`src/rtl/fetch_pkg.sv`:
```
// Shared types and widths for the instruction fetch sequencer.
// Imported by the sequencer, its next-PC adder and the fetch interface.
package fetch_pkg;

  localparam int D     = 12;
  localparam int IW    = 9;
  localparam int OFF_W = 8;
  localparam int CNT_W = 16;

  typedef enum logic [1:0] {
    IDLE,
    RUN,
    DONE
  } fetch_state_t;

endpackage

```
`src/rtl/fetch_sequencer_if.sv`:
```
// ROM address/data and decode-side bundle around the fetch sequencer.
// master = sequencer, slave = ROM plus decoder.
interface fetch_sequencer_if;
  import fetch_pkg::*;

  logic [D-1:0]     prog_ctr;
  logic [IW-1:0]    mach_code;
  logic [IW-1:0]    ir;
  logic             ir_valid;
  logic [D-1:0]     ir_pc;
  logic             stall;
  logic             halt;
  logic             branch_taken;
  logic             branch_abs;
  logic [D-1:0]     branch_target;
  logic [OFF_W-1:0] branch_off;

  modport master (
    output prog_ctr, ir, ir_valid, ir_pc,
    input  mach_code, stall, halt,
    input  branch_taken, branch_abs,
    input  branch_target, branch_off
  );

  modport slave (
    input  prog_ctr, ir, ir_valid, ir_pc,
    output mach_code, stall, halt,
    output branch_taken, branch_abs,
    output branch_target, branch_off
  );

endinterface

```
`src/rtl/fetch_sequencer_pc_next.sv`:
```
// Next-PC arithmetic: sequential increment and branch target.
// Relative targets are taken from ir_pc and wrap modulo 2^D.
module pc_next
  import fetch_pkg::*;
(
  input  logic [D-1:0]     pc,
  input  logic [D-1:0]     ir_pc,
  input  logic             branch_abs,
  input  logic [D-1:0]     branch_target,
  input  logic [OFF_W-1:0] branch_off,
  output logic [D-1:0]     pc_inc,
  output logic [D-1:0]     target
);

  logic [D-1:0] off_ext;

  assign off_ext = {{(D-OFF_W){branch_off[OFF_W-1]}}, branch_off};
  assign pc_inc  = pc + D'(1);
  assign target  = branch_abs ? branch_target : ir_pc + off_ext;

endmodule

```
`src/rtl/fetch_sequencer.sv`:
```
// Fetch sequencer: PC, IR, run control, branch squash and ROM wrap.
// prog_ctr addresses the combinational ROM directly.
module fetch_sequencer
  import fetch_pkg::*;
(
  input  logic             clk,
  input  logic             reset,
  input  logic             start,
  input  logic [D-1:0]     start_addr,
  fetch_sequencer_if.master bus,
  output logic             busy,
  output logic             done,
  output logic             rom_wrap,
  output logic [CNT_W-1:0] retired
);

  fetch_state_t     state_q, state_d;
  logic [D-1:0]     pc_q, pc_d, irpc_q, irpc_d;
  logic [IW-1:0]    ir_q, ir_d;
  logic             vld_q, vld_d;
  logic             done_q, done_d;
  logic             wrap_q, wrap_d;
  logic [CNT_W-1:0] ret_q, ret_d, ret_inc;
  logic [D-1:0]     pc_inc, target;
  logic             fire;

  pc_next u_pc_next (
    .pc            (pc_q),
    .ir_pc         (irpc_q),
    .branch_abs    (bus.branch_abs),
    .branch_target (bus.branch_target),
    .branch_off    (bus.branch_off),
    .pc_inc        (pc_inc),
    .target        (target)
  );

  assign fire    = vld_q && !bus.stall;
  assign ret_inc = (ret_q == {CNT_W{1'b1}}) ? ret_q : ret_q + CNT_W'(1);

  always_comb begin
    state_d = state_q;
    pc_d    = pc_q;
    ir_d    = ir_q;
    irpc_d  = irpc_q;
    vld_d   = vld_q;
    done_d  = done_q;
    wrap_d  = wrap_q;
    ret_d   = ret_q;
    unique case (state_q)
      IDLE, DONE: begin
        if (start) begin
          state_d = RUN;
          pc_d    = start_addr;
          vld_d   = 1'b0;
          done_d  = 1'b0;
          wrap_d  = 1'b0;
          ret_d   = '0;
        end
      end
      RUN: begin
        // the word fetched from the last address ends the run once consumed
        if (fire && (bus.halt || wrap_q)) begin
          state_d = DONE;
          done_d  = 1'b1;
          vld_d   = 1'b0;
          ret_d   = ret_inc;
        end else if (fire && bus.branch_taken) begin
          pc_d  = target;
          vld_d = 1'b0;
          ret_d = ret_inc;
        end else if (!bus.stall) begin
          ir_d   = bus.mach_code;
          irpc_d = pc_q;
          vld_d  = 1'b1;
          pc_d   = pc_inc;
          if (vld_q) ret_d = ret_inc;
          if (pc_q == {D{1'b1}}) wrap_d = 1'b1;
        end
      end
      default: state_d = IDLE;
    endcase
  end

  always_ff @(posedge clk) begin
    if (reset) begin
      state_q <= IDLE;
      pc_q    <= '0;
      ir_q    <= '0;
      irpc_q  <= '0;
      vld_q   <= 1'b0;
      done_q  <= 1'b0;
      wrap_q  <= 1'b0;
      ret_q   <= '0;
    end else begin
      state_q <= state_d;
      pc_q    <= pc_d;
      ir_q    <= ir_d;
      irpc_q  <= irpc_d;
      vld_q   <= vld_d;
      done_q  <= done_d;
      wrap_q  <= wrap_d;
      ret_q   <= ret_d;
    end
  end

  assign bus.prog_ctr = pc_q;
  assign bus.ir       = ir_q;
  assign bus.ir_valid = vld_q;
  assign bus.ir_pc    = irpc_q;
  assign busy         = (state_q == RUN);
  assign done         = done_q;
  assign rom_wrap     = wrap_q;
  assign retired      = ret_q;

endmodule

```
`src/flat_wrapper.sv`:
```
// flat-port wrapper written by rule: the top's interface ports become plain ports
module fetch_sequencer_flat import fetch_pkg::*;
  (clk, reset, start, start_addr, busy, done, rom_wrap, retired, bus_prog_ctr, bus_ir, bus_ir_valid, bus_ir_pc, bus_mach_code, bus_stall, bus_halt, bus_branch_taken, bus_branch_abs, bus_branch_target, bus_branch_off);
  fetch_sequencer_if bus_i ();
  input  logic clk;
  input  logic reset;
  input  logic start;
  input  logic [D-1:0] start_addr;
  output logic busy;
  output logic done;
  output logic rom_wrap;
  output logic [CNT_W-1:0] retired;
  output wire logic [$bits(bus_i.prog_ctr)-1:0] bus_prog_ctr;
  output wire logic [$bits(bus_i.ir)-1:0] bus_ir;
  output wire logic [$bits(bus_i.ir_valid)-1:0] bus_ir_valid;
  output wire logic [$bits(bus_i.ir_pc)-1:0] bus_ir_pc;
  input wire logic [$bits(bus_i.mach_code)-1:0] bus_mach_code;
  input wire logic [$bits(bus_i.stall)-1:0] bus_stall;
  input wire logic [$bits(bus_i.halt)-1:0] bus_halt;
  input wire logic [$bits(bus_i.branch_taken)-1:0] bus_branch_taken;
  input wire logic [$bits(bus_i.branch_abs)-1:0] bus_branch_abs;
  input wire logic [$bits(bus_i.branch_target)-1:0] bus_branch_target;
  input wire logic [$bits(bus_i.branch_off)-1:0] bus_branch_off;
  assign bus_prog_ctr = bus_i.prog_ctr;
  assign bus_ir = bus_i.ir;
  assign bus_ir_valid = bus_i.ir_valid;
  assign bus_ir_pc = bus_i.ir_pc;
  assign bus_i.mach_code = bus_mach_code;
  assign bus_i.stall = bus_stall;
  assign bus_i.halt = bus_halt;
  assign bus_i.branch_taken = bus_branch_taken;
  assign bus_i.branch_abs = bus_branch_abs;
  assign bus_i.branch_target = bus_branch_target;
  assign bus_i.branch_off = bus_branch_off;
  fetch_sequencer u_core (.clk(clk), .reset(reset), .start(start), .start_addr(start_addr), .bus(bus_i), .busy(busy), .done(done), .rom_wrap(rom_wrap), .retired(retired));
endmodule
```
`config.mk`:
```
export PLATFORM = sky130hd
export DESIGN_NAME = fetch_sequencer_flat
export DESIGN_NICKNAME = d
export VERILOG_FILES = /design/src/rtl/fetch_pkg.sv /design/src/rtl/fetch_sequencer_if.sv /design/src/rtl/fetch_sequencer_pc_next.sv /design/src/rtl/fetch_sequencer.sv /design/src/flat_wrapper.sv
export SDC_FILE = /design/constraint.sdc
export NUM_CORES = 1
export LEC_CHECK = 0
export CAP_MARGIN = 0
export CORE_ASPECT_RATIO = 0.75
export CORE_MARGIN = 2
export CORE_UTILIZATION = 50
export CTS_BUF_LIST = sky130_fd_sc_hd__clkbuf_16
export DETAILED_ROUTE_END_ITERATION = 6
export PLACE_DENSITY = 0.84
export SYNTH_ARGS = -nofsm -noshare
export SYNTH_HDL_FRONTEND = slang
export SYNTH_SLANG_ARGS = --single-unit
```
`constraint.sdc`:
```
create_clock -name clk -period 5.8 [get_ports clk]
set_input_delay 0.87 -clock clk [delete_from_list [all_inputs] [get_ports clk]]
set_output_delay 0.87 -clock clk [all_outputs]
set_load 0.005 [all_outputs]
```
==> results of run 1 <==
==> stage by stage <==
step	power [mW]	instance area (um^2)
final	0.885	4390
after global routing	0.920	4390
after CTS	0.885	4390
after detailed placement	0.599	4260
after global placement	0.595	4260
after floorplan	0.508	3230
==> layer usage <==
metal | GRT usage (%) | up-vias | share of wire [%]
met5 | 0 | - | 0
met4 | 7.82 | 0 | 1.5
met3 | 6.09 | 19 | 9.7
met2 | 40.4 | 177 | 44
met1 | 37.8 | 1573 | 45
li1 | - | 1675 | -
==> Yosys cell counts, drive strengths merged, types with 2 or more instances <==
library cell	count
nand2	66
dfxtp	54
nor2	43
a21oi	38
nand3	21
o21ai	17
xnor2	16
clkbuf	14
ha	13
inv	11
a211oi	9
nor3	9
buf	8
xor2	8
nand4	7
nor2b	6
a21o	5
nand2b	5
nor3b	5
nor4	5
a311oi	4
and4	4
o211ai	4
o31ai	4
o41ai	4
a22oi	3
a311o	3
a31oi	3
and3	3
mux2i	3
or3	3
o2111ai	2
o21a	2
o22ai	2
or2	2
==> worst min-delay path: stages (launching register included) <==
cell,delay [ns]
dfxtp_1,0.31
nand2_1,0.05
a21oi_1,0.05
==> cells in the final DEF (no fill, tap or decap), types with 2 or more instances in the layout <==
| cell type | count |
|---|---|
| o21ai_0 | 15 |
| a311o_1 | 3 |
| clkbuf_16 | 5 |
| a311oi_1 | 4 |
| a211oi_1 | 9 |
| and3_1 | 3 |
| nor2b_1 | 6 |
| a22oi_1 | 3 |
| o31ai_1 | 4 |
| nand4_1 | 6 |
| a21oi_1 | 38 |
| nor3_1 | 9 |
| nor3b_1 | 5 |
| dfxtp_1 | 54 |
| or2_2 | 2 |
| nand2_1 | 66 |
| and4_1 | 3 |
| nand2b_1 | 5 |
| nor2_1 | 43 |
| o41ai_1 | 3 |
| o21ai_1 | 2 |
| a21o_1 | 5 |
| xor2_1 | 8 |
| o211ai_1 | 4 |
| nand3_1 | 21 |
| o2111ai_1 | 2 |
| o22ai_1 | 2 |
| ha_1 | 13 |
| xnor2_1 | 16 |
| or3_1 | 3 |
| nor4_1 | 4 |
| o21a_1 | 2 |
| a31oi_1 | 3 |
| inv_1 | 12 |
| mux2i_1 | 3 |
| clkdlybuf4s50_1 | 100 |
| buf_4 | 2 |
==> cell type report <==
class | count | share of cell area, %
multi-input cells | 331 | 45.9
flip-flops and latches | 54 | 24.6
repair buffers | 102 | 23.1
clock buffers | 5 | 2.85
well taps | 81 | 2.31
inverters | 11 | 0.940
clock inverters | 2 | 0.256
==> power by group through the flow <==
stage	registers, mW	clock network [mW]	logic [mW]
2_1_floorplan	0.413	0	0.0952
3_3_place_gp	0.420	0	0.175
3_5_place_dp	0.420	0	0.179
4_1_cts	0.412	0.293	0.180
5_1_grt	0.415	0.306	0.198
6_report	0.413	0.289	0.182
==> state kept, by name, indices dropped and copies added, names as in the netlist <==
signal / count
u_core.retired: 16
u_core.done: 1
u_core.bus.ir: 9
u_core.bus.ir_pc: 12
u_core.bus.ir_valid: 1
u_core.bus.prog_ctr: 12
u_core.rom_wrap: 1
u_core.state_q: 2
==> cells by family after synthesis <==
kind of cell,Yosys count,share of synthesized area [%]
DFF,54,33.5
xor gates and xnor gates,24,6.51
and+or+nand+nor,182,27.1
AOI/OAI and AO/OA,108,22.2
muxes,3,0.930
adders and majority gates,14,5.66
buffers and inverters,33,4.11
==> worst paths after layout <==
kind                           from                 endpoint  slack (ns)  cells past startpoint
setup / recovery  u_core.state_q[1]                     busy        2.59                      3
hold reg to reg    u_core.bus.ir[7]         u_core.bus.ir[7]        0.45                      2
hold / removal     u_core.bus.ir[7]         u_core.bus.ir[7]        0.45                      2
setup reg to reg  u_core.state_q[1]  u_core.bus.prog_ctr[10]        3.09                      5
==> qor.yml, run 1 <==
clock_skew_ns: 0.00358
netlist_area_mm2: 0.00323
synth.area.top_cells: "dfxtp_1 (33%), nand2_1 (7.7%), a21oi_1 (5.9%), ha_1 (5.0%), nor2_1 (5.0%)"
p_sw_uw: 248
clkTransAtPathRegs_ns: 0.07
grtUsageTotal_pct: 26.5
p_sw_share_pct: 28.0
min_period_over_period_pct: 55.4
rsz0062_at_grt: "false"
cts.sinks: 54
cts_buffer_depth: 2
hold_buffers: 0
worstSetupEndpointType: "primary output"
cts_buffers: 5
setup-violations-final: 0
finalSetupTns_ns: 0
yosys.area.top_type_share_pct: 33.5
relSlewSlack_pct: 39.8
tightest_slew_ns: 0.900
ir_drop_v: 0.000123
ys_seq_area_share_pct: 33.5
clock-root-buffer: "clkbuf_16"
critPathRequiredTime_ns: 4.93
cp_slowest_cell: "nand2b_1"
clockPowerShare_pct: 32.7
synth_ff_type: "dfxtp_1"
syn_nets: 480
critical_path_buf_inv_count: 2
p_seq_share_pct: 46.7
port_buffers: 100
clock_latency_ns: 0.29
fillers: 542
synth_cells: 418
dieArea_mm2: 0.00712
pre_cts_slack_ns: 2.45
firstDrtPassIters: 5
ys_seq_elements: 54
route.detailed.drc: 0
slowest_delay_ns: 0.65
whs_ns: 0.453
clock.fmax_ghz: 0.311
fin_crit_ns: 3.21
multiInputGateArea_mm2: 0.00202
placedCellCount: 579
arrival_ns: 2.34
rows: 25
worst_slack_ns: 2.59
synth_async_sr_flop_share_pct: 0
post-cts-setup-buffer-count: 0
synth_cell_types: 54
chipWidth_um: 96.8
ios: 101
slew_viol_final: 0
max_cap_viol_count: 0
drtAntennaViolNets: 0
worstPathCellList: "nand2b_1 -> inv_1 -> clkdlybuf4s50_1"
setup.worst_path.class: "reg -> out"
p_leak_nw: 1.55
status: "finished clean"
start_util_pct: 51.4
cp_top_family: "buffers and inverters"
synth_edf_count: 0
synthToLayoutAreaGrowth_pct: 36.0
wl_um: 9570
place_congestion: 0.941
route.vias.total: 3444
grt_overflow_total: 0
regArea_mm2: 0.00108
power_frac_comb_pct: 20.6
grt_start_max_net_pins: 40
die_h_um: 73.6
routedWlPerCell_um: 16.3
p_int_uw: 637
cts_tree: "done"
antenna_found_initial: 0
cts.repair.resized: 0
cp-start-kind: "flip-flop"
synth.largest_area_cell: "dfxtp_1"
hold_viol: 0
avgSynthCellArea_um2: 7.73
layout.nets: 567
hold_path_class: "reg -> reg"
hpwl_um: 6960
diodes: 0
viasPerCell: 5.88
grt_pass1_vias: 3132
core_region_area_mm2: 0.00629
grt_pass1_wl_um: 15300
utilization_pct: 69.9
htreeDepth: 2
power_density_mw_per_mm2: 201
drive_above_1_share_pct: 2.77
cp_max_fo: 19
detail_route.iter0.violations: 313
yosys_warnings: 0
finalNonFillerCells: 586
Power figures use the tool's default switching activity.
==> run 2: changes to the inputs <==
--- a/config.mk
+++ b/config.mk
@@ -8,10 +8,10 @@
 export CAP_MARGIN = 0
 export CORE_ASPECT_RATIO = 0.75
 export CORE_MARGIN = 2
-export CORE_UTILIZATION = 50
+export CORE_UTILIZATION = 47
 export CTS_BUF_LIST = sky130_fd_sc_hd__clkbuf_16
 export DETAILED_ROUTE_END_ITERATION = 6
-export PLACE_DENSITY = 0.84
+export PLACE_DENSITY = 0.8
 export SYNTH_ARGS = -nofsm -noshare
 export SYNTH_HDL_FRONTEND = slang
 export SYNTH_SLANG_ARGS = --single-unit
==> constraint.sdc (replaced) <==
create_clock -name clk -period 3.1 [get_ports clk]
set_input_delay 0.465 -clock clk [delete_from_list [all_inputs] [get_ports clk]]
set_output_delay 0.465 -clock clk [all_outputs]
set_load 0.005 [all_outputs]
==> run 2 against run 1 <==
  * First-iteration DRC count is 31% lower
  * Via count is 0.35% higher
  * Routed wire length increased by 2.2%
  * Critical path type is now in -> reg
==> qor.yml, run 2 (same netlist as run 1, synthesis figures left out) <==
arrival_ns: 2.85  # +0.51 ns
slew_viol_final: 0  # unchanged
place_congestion: 0.932  # -1.0%
max_cap_viol_count: 0  # unchanged
core_region_area_mm2: 0.00673  # +7.1%
clock_skew_ns: 0.00797  # +0.00439 ns
worstSetupEndpointType: "flip-flop"
setup.worst_path.class: "in -> reg"
hold_viol: 0  # unchanged
cts_tree: "done"
diodes: 0  # unchanged
rows: 26  # +4.0%
wl_um: 9780  # +2.2%
die_h_um: 75.8  # +3.0%
clock_latency_ns: 0.29  # about the same
ir_drop_v: 0.000262  # +110%
setup-violations-final: 0  # unchanged
whs_ns: 0.454  # +0.000431 ns
grt_overflow_total: 0  # unchanged
worst_slack_ns: 0.459  # -2.13 ns
rsz0062_at_grt: "false"
route.detailed.drc: 0  # unchanged
cts_buffer_depth: 2  # unchanged
detail_route.iter0.violations: 216  # -31%
grt_pass1_vias: 3126  # -0.19%
cp_max_fo: 3  # -16
htreeDepth: 2  # unchanged
drive_above_1_share_pct: 4.67  # +1.9 points
routedWlPerCell_um: 16.4  # +0.14%
p_leak_nw: 1.59  # +2.7%
hpwl_um: 7280  # +4.6%
hold_path_class: "reg -> reg"
tightest_slew_ns: 0.911  # +0.0113 ns
dieArea_mm2: 0.00756  # +6.1%
cp-start-kind: "primary input"
final_common_cell: "clkdlybuf4s50_1"
critPathRequiredTime_ns: 3.31  # -1.62 ns
fillers: 594  # +9.6%
status: "finished clean"
clock.fmax_ghz: 0.379
fin_crit_ns: 2.64
drtAntennaViolNets: 0  # unchanged
power_density_mw_per_mm2: 377  # +87%
grt_pass1_wl_um: 15600  # +1.9%
port_buffers: 100  # unchanged
hold_buffers: 0  # unchanged
min_period_over_period_pct: 85.2
power_mw: 1.68  # +90%
clock-root-buffer: "clkbuf_16"
cts_buffers: 5  # unchanged
grt_start_max_net_pins: 39  # -2.5%
cts.sinks: 54  # unchanged
layout.nets: 575  # +1.4%
final_cell_mix: "clkdlybuf4s50_1 (100), nand2_1 (66), dfxtp_1 (54)"
route.vias.total: 3456  # +0.35%
cts.repair.resized: 0  # unchanged
relSlewSlack_pct: 39.1  # -0.76 points
grtUsageTotal_pct: 25.8  # -0.72 points
post-cts-setup-buffer-count: 0  # unchanged
ios: 101  # unchanged
largest_reg_flops: 16  # unchanged
chipWidth_um: 99.7  # +3.0%
clkTransAtPathRegs_ns: 0.07  # about the same
viasPerCell: 5.78  # -1.7%
synthToLayoutAreaGrowth_pct: 38.3
start_util_pct: 48.0  # -3.4 points
pre_cts_slack_ns: 0.231  # -2.22 ns
finalSetupTns_ns: 0  # unchanged
antenna_found_initial: 0  # unchanged
firstDrtPassIters: 5  # unchanged
[run 2: path summary, 6_finish.rpt]
path	endpoint	slack, ns	cells past startpoint	startpoint
worst max-delay path	u_core.bus.prog_ctr[11]	0.46	8	bus_branch_off[1]
worst min-delay path	u_core.bus.ir[4]	0.45	2	u_core.bus.ir[4]
worst max register to register	u_core.retired[15]	0.64	6	u_core.retired[0]
worst min register to register	u_core.bus.ir[4]	0.45	2	u_core.bus.ir[4]
[run 2: cell type report]
cell class	instances	area (um^2)	share of cell area [%]
Inverter	11	41.3	0.925
Tap cell	84	105	2.35
Sequential cell	54	1080	24.2
Multi-Input combinational cell	331	2020	45.1
Clock inverter	3	21.3	0.476
Clock buffer	5	125	2.80
Timing Repair Buffer	110	1080	24.1
[run 2: routing by layer]
layer  global-route usage (%)  vias up  wire [um]
met5                        0        -          0
met4                     6.24        0         88
met3                     6.79       14        810
met2                     39.7      146       4420
met1                     36.4     1610       4460
li1                         -     1686          -
[run 2: stage by stage]
stage	area (um^2)	util, %	std cells
after global routing	4470	66.3	598
after floorplan	3230	-	418
after detailed placement	4320	64.1	590
after CTS	4470	66.3	598
after global placement	4320	64.1	590
final	4470	66.3	598
[run 2: where the power goes]
part           internal [mW]  switching, mW  leakage (nW)  total [mW]
combinational          0.184          0.167          1.09       0.351
sequential             0.723         0.0480         0.439       0.771
clock                  0.300          0.261        0.0698       0.560
[run 2: critical path, cell delays in order]
cell,delay [ns]
clkdlybuf4s50_1,0.42
ha_1,0.32
a211oi_1,0.35
o21ai_0,0.21
a2111oi_0,0.54
o21ai_0,0.19
nor3b_1,0.17
o31ai_1,0.18
